`src/rtl/sha256_pkg.sv`:
```
// sha256_pkg: SHA-256 round constants, initial hash values, FSM states and round helper functions
package sha256_pkg;

   typedef enum logic [1:0] {IDLE, ROUND, UPDATE, DONE} state_t;

   localparam logic [255:0] IV256 =
      256'h6a09e667_bb67ae85_3c6ef372_a54ff53a_510e527f_9b05688c_1f83d9ab_5be0cd19;
   localparam logic [255:0] IV224 =
      256'hc1059ed8_367cd507_3070dd17_f70e5939_ffc00b31_68581511_64f98fa7_befa4fa4;

   localparam logic [31:0] K [0:63] = '{
      32'h428a2f98, 32'h71374491, 32'hb5c0fbcf, 32'he9b5dba5, 32'h3956c25b, 32'h59f111f1, 32'h923f82a4, 32'hab1c5ed5,
      32'hd807aa98, 32'h12835b01, 32'h243185be, 32'h550c7dc3, 32'h72be5d74, 32'h80deb1fe, 32'h9bdc06a7, 32'hc19bf174,
      32'he49b69c1, 32'hefbe4786, 32'h0fc19dc6, 32'h240ca1cc, 32'h2de92c6f, 32'h4a7484aa, 32'h5cb0a9dc, 32'h76f988da,
      32'h983e5152, 32'ha831c66d, 32'hb00327c8, 32'hbf597fc7, 32'hc6e00bf3, 32'hd5a79147, 32'h06ca6351, 32'h14292967,
      32'h27b70a85, 32'h2e1b2138, 32'h4d2c6dfc, 32'h53380d13, 32'h650a7354, 32'h766a0abb, 32'h81c2c92e, 32'h92722c85,
      32'ha2bfe8a1, 32'ha81a664b, 32'hc24b8b70, 32'hc76c51a3, 32'hd192e819, 32'hd6990624, 32'hf40e3585, 32'h106aa070,
      32'h19a4c116, 32'h1e376c08, 32'h2748774c, 32'h34b0bcb5, 32'h391c0cb3, 32'h4ed8aa4a, 32'h5b9cca4f, 32'h682e6ff3,
      32'h748f82ee, 32'h78a5636f, 32'h84c87814, 32'h8cc70208, 32'h90befffa, 32'ha4506ceb, 32'hbef9a3f7, 32'hc67178f2
   };

   function automatic logic [31:0] rotr(input logic [31:0] x, input int n);
      return (x >> n) | (x << (32 - n));
   endfunction

   function automatic logic [31:0] ch(input logic [31:0] x, input logic [31:0] y, input logic [31:0] z);
      return (x & y) ^ (~x & z);
   endfunction

   function automatic logic [31:0] maj(input logic [31:0] x, input logic [31:0] y, input logic [31:0] z);
      return (x & y) ^ (x & z) ^ (y & z);
   endfunction

   function automatic logic [31:0] bsig0(input logic [31:0] x);
      return rotr(x, 2) ^ rotr(x, 13) ^ rotr(x, 22);
   endfunction

   function automatic logic [31:0] bsig1(input logic [31:0] x);
      return rotr(x, 6) ^ rotr(x, 11) ^ rotr(x, 25);
   endfunction

   function automatic logic [31:0] ssig0(input logic [31:0] x);
      return rotr(x, 7) ^ rotr(x, 18) ^ (x >> 3);
   endfunction

   function automatic logic [31:0] ssig1(input logic [31:0] x);
      return rotr(x, 17) ^ rotr(x, 19) ^ (x >> 10);
   endfunction

   // word-wise 32-bit wrap-around sum of two packed H0..H7 vectors
   function automatic logic [255:0] add8(input logic [255:0] a, input logic [255:0] b);
      logic [255:0] r;
      r = '0;
      for (int i = 0; i < 8; i++) r[32*i +: 32] = a[32*i +: 32] + b[32*i +: 32];
      return r;
   endfunction

endpackage

```
`src/rtl/sha256_round.sv`:
```
// sha256_round: one combinational SHA-256 compression round on packed {a,b,c,d,e,f,g,h}
module sha256_round
   import sha256_pkg::*;
(
   input  logic [255:0] s_in,
   input  logic [31:0]  k,
   input  logic [31:0]  w,
   output logic [255:0] s_out
);

   logic [31:0] a, b, c, d, e, f, g, h, t1, t2;

   // unpack working variables, compute T1/T2 and rotate the register file
   always_comb begin
      {a, b, c, d, e, f, g, h} = s_in;
      t1 = h + bsig1(e) + ch(e, f, g) + k + w;
      t2 = bsig0(a) + maj(a, b, c);
      s_out = {t1 + t2, a, b, c, d + t1, e, f, g};
   end

endmodule

```
`src/rtl/sha256_stream_core.sv`:
```
// sha256_stream_core: multi-block SHA-256 engine, RPC rounds per cycle, valid/ready in and out; SHA256_SHA224_EN adds SHA-224 mode
module sha256_stream_core
   import sha256_pkg::*;
#(
   parameter int RPC   = 1,
   parameter int DIG_W = 256
) (
   input  logic             clk,
   input  logic             reset_n,
   input  logic             blk_valid,
   output logic             blk_ready,
   input  logic             blk_last,
   input  logic [511:0]     block_data,
`ifdef SHA256_SHA224_EN
   input  logic             mode_224,
`endif
   output logic             digest_valid,
   input  logic             digest_ready,
   output logic [DIG_W-1:0] digest,
   output logic             busy
);

   if (!(RPC == 1 || RPC == 2 || RPC == 4 || RPC == 8)) begin : bad_rpc
      $error("sha256_stream_core: RPC must be 1, 2, 4 or 8");
   end
   if (DIG_W != 256) begin : bad_dig_w
      $error("sha256_stream_core: DIG_W must be 256");
   end

   state_t       state_q, state_d;
   logic [5:0]   t_q, t_d;
   logic [511:0] w_q, w_d, r_w;
   logic [255:0] s_q, s_d, h_q, h_d, dig_q, dig_d, r_s, sums, h_start;
   logic         last_q, last_d, dv_q, dv_d, busy_q, busy_d, first_q, first_d, m_q, m_d, mode_in;

`ifdef SHA256_SHA224_EN
   assign mode_in = mode_224;
`else
   assign mode_in = 1'b0;
`endif

   for (genvar i = 0; i < RPC; i++) begin : g
      logic [255:0] s_in, s_out;
      logic [511:0] w_in, w_out;
      if (i == 0) begin : f
         assign s_in = s_q;
         assign w_in = w_q;
      end else begin : n
         assign s_in = g[i-1].s_out;
         assign w_in = g[i-1].w_out;
      end
      assign w_out = {w_in[479:0], ssig1(w_in[63:32]) + w_in[223:192] + ssig0(w_in[479:448]) + w_in[511:480]};
      sha256_round u_rnd (.s_in(s_in), .k(K[t_q + 6'(i)]), .w(w_in[511:480]), .s_out(s_out));
   end

   assign r_s  = g[RPC-1].s_out;
   assign r_w  = g[RPC-1].w_out;
   assign sums = add8(h_q, s_q);

   // next-state logic: block intake, round stepping, chaining update and digest hand-off
   always_comb begin
      state_d = state_q;
      t_d     = t_q;
      w_d     = w_q;
      s_d     = s_q;
      h_d     = h_q;
      last_d  = last_q;
      dv_d    = dv_q;
      dig_d   = dig_q;
      first_d = first_q;
      m_d     = m_q;
      h_start = first_q ? (mode_in ? IV224 : IV256) : h_q;
      case (state_q)
         IDLE: if (blk_valid) begin
            state_d = ROUND;
            t_d     = '0;
            w_d     = block_data;
            last_d  = blk_last;
            s_d     = h_start;
            h_d     = h_start;
            first_d = 1'b0;
            m_d     = first_q ? mode_in : m_q;
         end
         ROUND: begin
            s_d     = r_s;
            w_d     = r_w;
            t_d     = t_q + 6'(RPC);
            state_d = (t_q == 6'(64 - RPC)) ? UPDATE : ROUND;
         end
         UPDATE: begin
            state_d = last_q ? DONE : IDLE;
            h_d     = last_q ? IV256 : sums;
            first_d = last_q;
            dv_d    = last_q;
            dig_d   = last_q ? (m_q ? {sums[255:32], 32'h0} : sums) : dig_q;
         end
         DONE: if (digest_ready) begin
            dv_d    = 1'b0;
            state_d = IDLE;
         end
         default: state_d = IDLE;
      endcase
      busy_d = (state_d == ROUND) || (state_d == UPDATE);
   end

   // state registers; synchronous active-low reset discards any block in flight
   always_ff @(posedge clk) begin
      if (!reset_n) begin
         state_q <= IDLE;
         t_q     <= '0;
         w_q     <= '0;
         s_q     <= '0;
         h_q     <= IV256;
         last_q  <= 1'b0;
         dv_q    <= 1'b0;
         dig_q   <= '0;
         busy_q  <= 1'b0;
         first_q <= 1'b1;
         m_q     <= 1'b0;
      end else begin
         state_q <= state_d;
         t_q     <= t_d;
         w_q     <= w_d;
         s_q     <= s_d;
         h_q     <= h_d;
         last_q  <= last_d;
         dv_q    <= dv_d;
         dig_q   <= dig_d;
         busy_q  <= busy_d;
         first_q <= first_d;
         m_q     <= m_d;
      end
   end

   assign blk_ready    = (state_q == IDLE) && reset_n;
   assign digest_valid = dv_q;
   assign digest       = dig_q;
   assign busy         = busy_q;

endmodule

```
`config.mk`:
```
export PLATFORM = sky130hd
export DESIGN_NAME = sha256_stream_core
export DESIGN_NICKNAME = d
export VERILOG_FILES = /design/src/rtl/sha256_pkg.sv /design/src/rtl/sha256_round.sv /design/src/rtl/sha256_stream_core.sv
export SDC_FILE = /design/constraint.sdc
export NUM_CORES = 2
export LEC_CHECK = 0
export CAP_MARGIN = 10
export CORE_ASPECT_RATIO = 1.25
export CORE_MARGIN = 5
export CORE_UTILIZATION = 29
export DETAILED_ROUTE_END_ITERATION = 10
export SLEW_MARGIN = 0
export SYNTH_ARGS = -nofsm -noshare
export SYNTH_HDL_FRONTEND = slang
export SYNTH_SLANG_ARGS = --single-unit
```
`constraint.sdc`:
```
create_clock -name clk -period 10.72 [get_ports clk]
set_input_delay 1.608 -clock clk [delete_from_list [all_inputs] [get_ports clk]]
set_output_delay 1.608 -clock clk [all_outputs]
set_load 0.1 [all_outputs]
```
==> results <==
- The detailed placer's ending HPWL is between 200,000 and 300,000 µm.
- The number of maximum-capacitance violations is 0.
- Measured against its own limit, the worst slew margin works out to between 10% and 20%.
- After detailed routing, the number of remaining DRC violations is 0.
- Setup total negative slack on the finished layout was measured at 0 ns.
- A synthesized cell averages 8.33 µm².
- Summing every instance area after synthesis gives 78,500 µm².
- The count of hold-fix buffers inserted at cts is 0.
- The top cell type by area accounts for roughly 33% of the synthesized area.
- For the finished layout, the period the worst path requires is ~8.5 ns.
- In this design, the largest share of critical-path delay is due to compound AO/OA/AOI/OAI gates.
- The leftover overflow at the end of global routing is 0.
- After detailed routing, the wire length on met1 is roughly 150,000 µm.
- The filler cells instantiated in the layout total 27.9k.
- The arrival time at the worst endpoint is approximately 9.2 ns.
- dfxtp_1 takes more of the synthesized area than any other cell.
- The main combinational cell family by area after synthesis is compound AO/OA/AOI/OAI gates.
- The number of flops mapped to enable cells by yosys is 0.
- The count of routing violations after the opening detailed-route iteration is 7,888.
- After Yosys synthesis, and, or, nand and nor cells account for between 10% and 20% of the synthesized area.
- TritonCTS built the clock tree.
- The critical path contains buffers and inverters numbering 6 combined.
- By count the netlist is led by dfxtp_1 (1,292), nand2_1 (922), nor2_1 (873), a21oi_1 (779), clkbuf_1 (703).
- The worst clock skew is 0.0905 ns.
- The share of flip-flops with an asynchronous set or reset is 0%.
- The later pin in the worst-skew pair is clocked with a latency of between 0.8 and 0.9 ns.
- The path type of the worst setup path is reg2reg.
- The CTS buffer count is ~160.
- The cell repeated most along the worst path is a21oi_1.
- The cell count after synthesis is around 9.4k.
- From left edge to right edge, the die measures 475 µm.
- The final max-slew violation count was 0.
- The global-route usage over all layers is between 20% and 30%.
- Once routing completed, OpenROAD measured the worst setup slack at 2.23 ns.
- By area the synthesized netlist is led by dfxtp_1 (33%), ha_1 (6.3%), fa_1 (5.0%), a21oi_1 (5.0%), xnor2_1 (4.6%).
- During synthesis, Yosys emitted a total of 0 warnings.
- The area enclosed by the die boundary is between 200,000 and 300,000 µm².
- The complex-gate fraction of the synthesized area is ~27%.
- The maximum level of the CTS H-tree is 4.
- The largest individual stage delay along the critical path comes from the cell fa_1.
- The placed instances occupy a cell area of 89,000 µm².
- The clock transition time at the flip-flop clock pins of the worst setup and hold paths is about 0.060 ns.
- Across all layers, the routed design uses roughly 74k vias.
- For the worst setup path, the data required time is about 11 ns.
- The detailed-route vias per instance is between 5 and 6.
- Summing the areas of all xor and xnor instances in the mapped netlist gives about 6.6% of the synthesized area.
- The total of endpoints with negative setup slack in the final report is 0.
- Setup repair after global routing left no endpoint under its margin.
- The most common cell in the synthesized netlist is dfxtp_1.
- The fraction of the mapped netlist area in adder cells is 11.3%.
- Once layout is done, the placed cells without fillers occupy 94,100 µm².
- Once detail routing completed, the nets flagged for antenna violations numbered 0.
- The register area share after synthesis is 32.9%.
- The number of instances resized during post-cts repair is 0.
- The number of nets in the layout is about 11k.
- The area growth from synthesis to layout is 19.9%.
- The most instantiated flip-flop cell in the synthesis netlist is dfxtp_1.
- The number of hold violations in the final report is 0.
- Detailed routing placed a total of ~160,000 µm of wire on met2.
- Buffers added to address setup during post-CTS repair amount to 0.
- The core area is roughly 270,000 µm².
- The share of post-route cells with drive strength above 1 is 6.97%.
- The maximum buffer depth of the clock tree is 4.
- Multiplexer cells account for less than 1% of the synthesized area.
- The initial antenna violation count came to 70.
- STA classifies the critical path startpoint as a flop.
- In the final routed layout, each cell accounts on average for roughly 27 µm.
- Counting every net in the synthesized netlist gives 10.5k.
- around 780 I/O pins were placed.
- The actual slew at the worst max-slew pin is between 1 and 1.5 ns.
- The number of distinct library cells after synthesis is 102.
- The tree built by TritonCTS fans out to about 1.3k sinks.
- From bottom edge to top edge, the die measures ~590 µm.
- The first global-routing pass estimated 505,000 µm of wire.
- The pin count of the biggest net entering global routing is 255.
- The largest single stage delay on the critical path is approximately 0.64 ns.
- After layout, the worst path uses between 70% and 80% of the clock period.
- At the end of routability-driven placement, the weighted congestion stood at about 0.98.
- For this configuration, the core starts out at a cell density of between 20 and 30%.
- The post-place setup slack is around 2.3 ns.
- The worst setup path is captured at a flop.
- Cells fill between 30% and 40% of the core in the end.
- The worst hold path belongs to the class reg2reg.
- The number of global-route vias before repair is a little under 70k.
- The initialized floorplan defines 213 standard-cell rows.
- The tree is rooted in a clkbuf_16.
- The first detailed-routing pass took 6 iterations.
- The highest routed metal layer is met5.
- The upper clock frequency limit is between 100 and 150 MHz.
- The flow ran to the end, and the final reports show no timing, DRC or antenna violations.
- The number of synthesized register bits is around 1.3k.
- Summed over all nets, wire length on met3 after detailed routing comes to between 20,000 and 30,000 µm.
- The final routed wirelength across all metal layers is ~360,000 µm.
- The number of input and output port buffers inserted is a little under 800.
- The maximum fanout encountered on the critical timing path is 20.
==> worst min-delay path: stages, from the launching register on <==
cell and delay (ns):
dfxtp_1 0.31, nand2_1 0.05, a311oi_1 0.07
==> metal layers <==
metal / global-route usage [%] / vias up
li1: - / 34200
met2: 37.3 / 2999
met1: 32.0 / 35600
met3: 5.47 / 713
met4: 12.7 / 64
met5: 0 / -
==> path summary, 6_finish.rpt <==
| kind | from | cells past startpoint | endpoint | slack, ns |
|---|---|---|---|---|
| worst max register to register | t_q[1] | 33 | g[0].s_in[255] | 2.23 |
| worst max-delay path | t_q[1] | 33 | g[0].s_in[255] | 2.23 |
| worst min-delay path | g[0].w_in[161] | 2 | g[0].w_in[193] | 0.45 |
| worst min register to register | g[0].w_in[161] | 2 | g[0].w_in[193] | 0.45 |
==> sequential cells by signal (all words and copies together) (netlist names) <==
| signal | flops |
|---|---|
| g.s_in | 256 |
| first_q | 1 |
| t_q | 6 |
| state_q | 2 |
| h_q | 256 |
| digest | 256 |
| last_q | 1 |
| busy | 1 |
| g.w_in | 512 |
| digest_valid | 1 |
==> layout by cell type (no fill, tap or decap), types with 124 or more instances in the layout <==
cell type        synthesis  routed
dfxtp_1               1292    1286
nand2_1                922     915
nor2_1                 873     867
a21oi_1                779     778
clkdlybuf4s50_1          0     768
inv_1                  697     695
xnor2_1                410     410
ha_1                   395     395
o21ai_0                362     362
a311oi_1               270     270
a22o_1                 269     269
o221a_2                226     226
nor3b_1                226     226
a21o_1                 207     207
fa_1                   197     197
xor2_1                 177     177
clkbuf_16                0     157
o221ai_1               155     155
nor3_1                 125     124
==> cells by family (layout without fill, tap and decap cells) <==
kind of cell | after synthesis | count (layout)
flip-flops | 1292 | 1292
AND/OR/NAND/NOR | 2493 | 2493
buffers and inverters | 1450 | 1850
other | 0 | 33
adder cells (fa/ha/maj) | 594 | 594
AO/OA/AOI/OAI | 2954 | 2954
multiplexers | 57 | 57
XOR/XNOR | 589 | 589
==> metrics by stage <==
| stage | hold slack (ns) | std cells |
|---|---|---|
| 4_1_cts | 0.454 | 13400 |
| 6_report | 0.455 | 13400 |
| 5_1_grt | 0.481 | 13400 |
| 3_3_place_gp | 0.437 | 13100 |
| 3_5_place_dp | 0.447 | 13100 |
| 2_1_floorplan | 0.449 | 9429 |
==> cell type report <==
class                   instances  area [µm²]  share of cell area, %
diodes                         33        82.6                 0.0877
clock buffers                 223        4480                   4.76
clock inverters                46         594                  0.631
inverters                     702        2650                   2.81
multi-input cells            6687       47400                   50.3
flip-flops and latches       1292       25900                   27.5
well taps                    3547        4440                   4.71
repair buffers                879        8630                   9.17
Power is not shown: default switching activity piles up to over one toggle a cycle in this logic, so the estimate is an artifact.
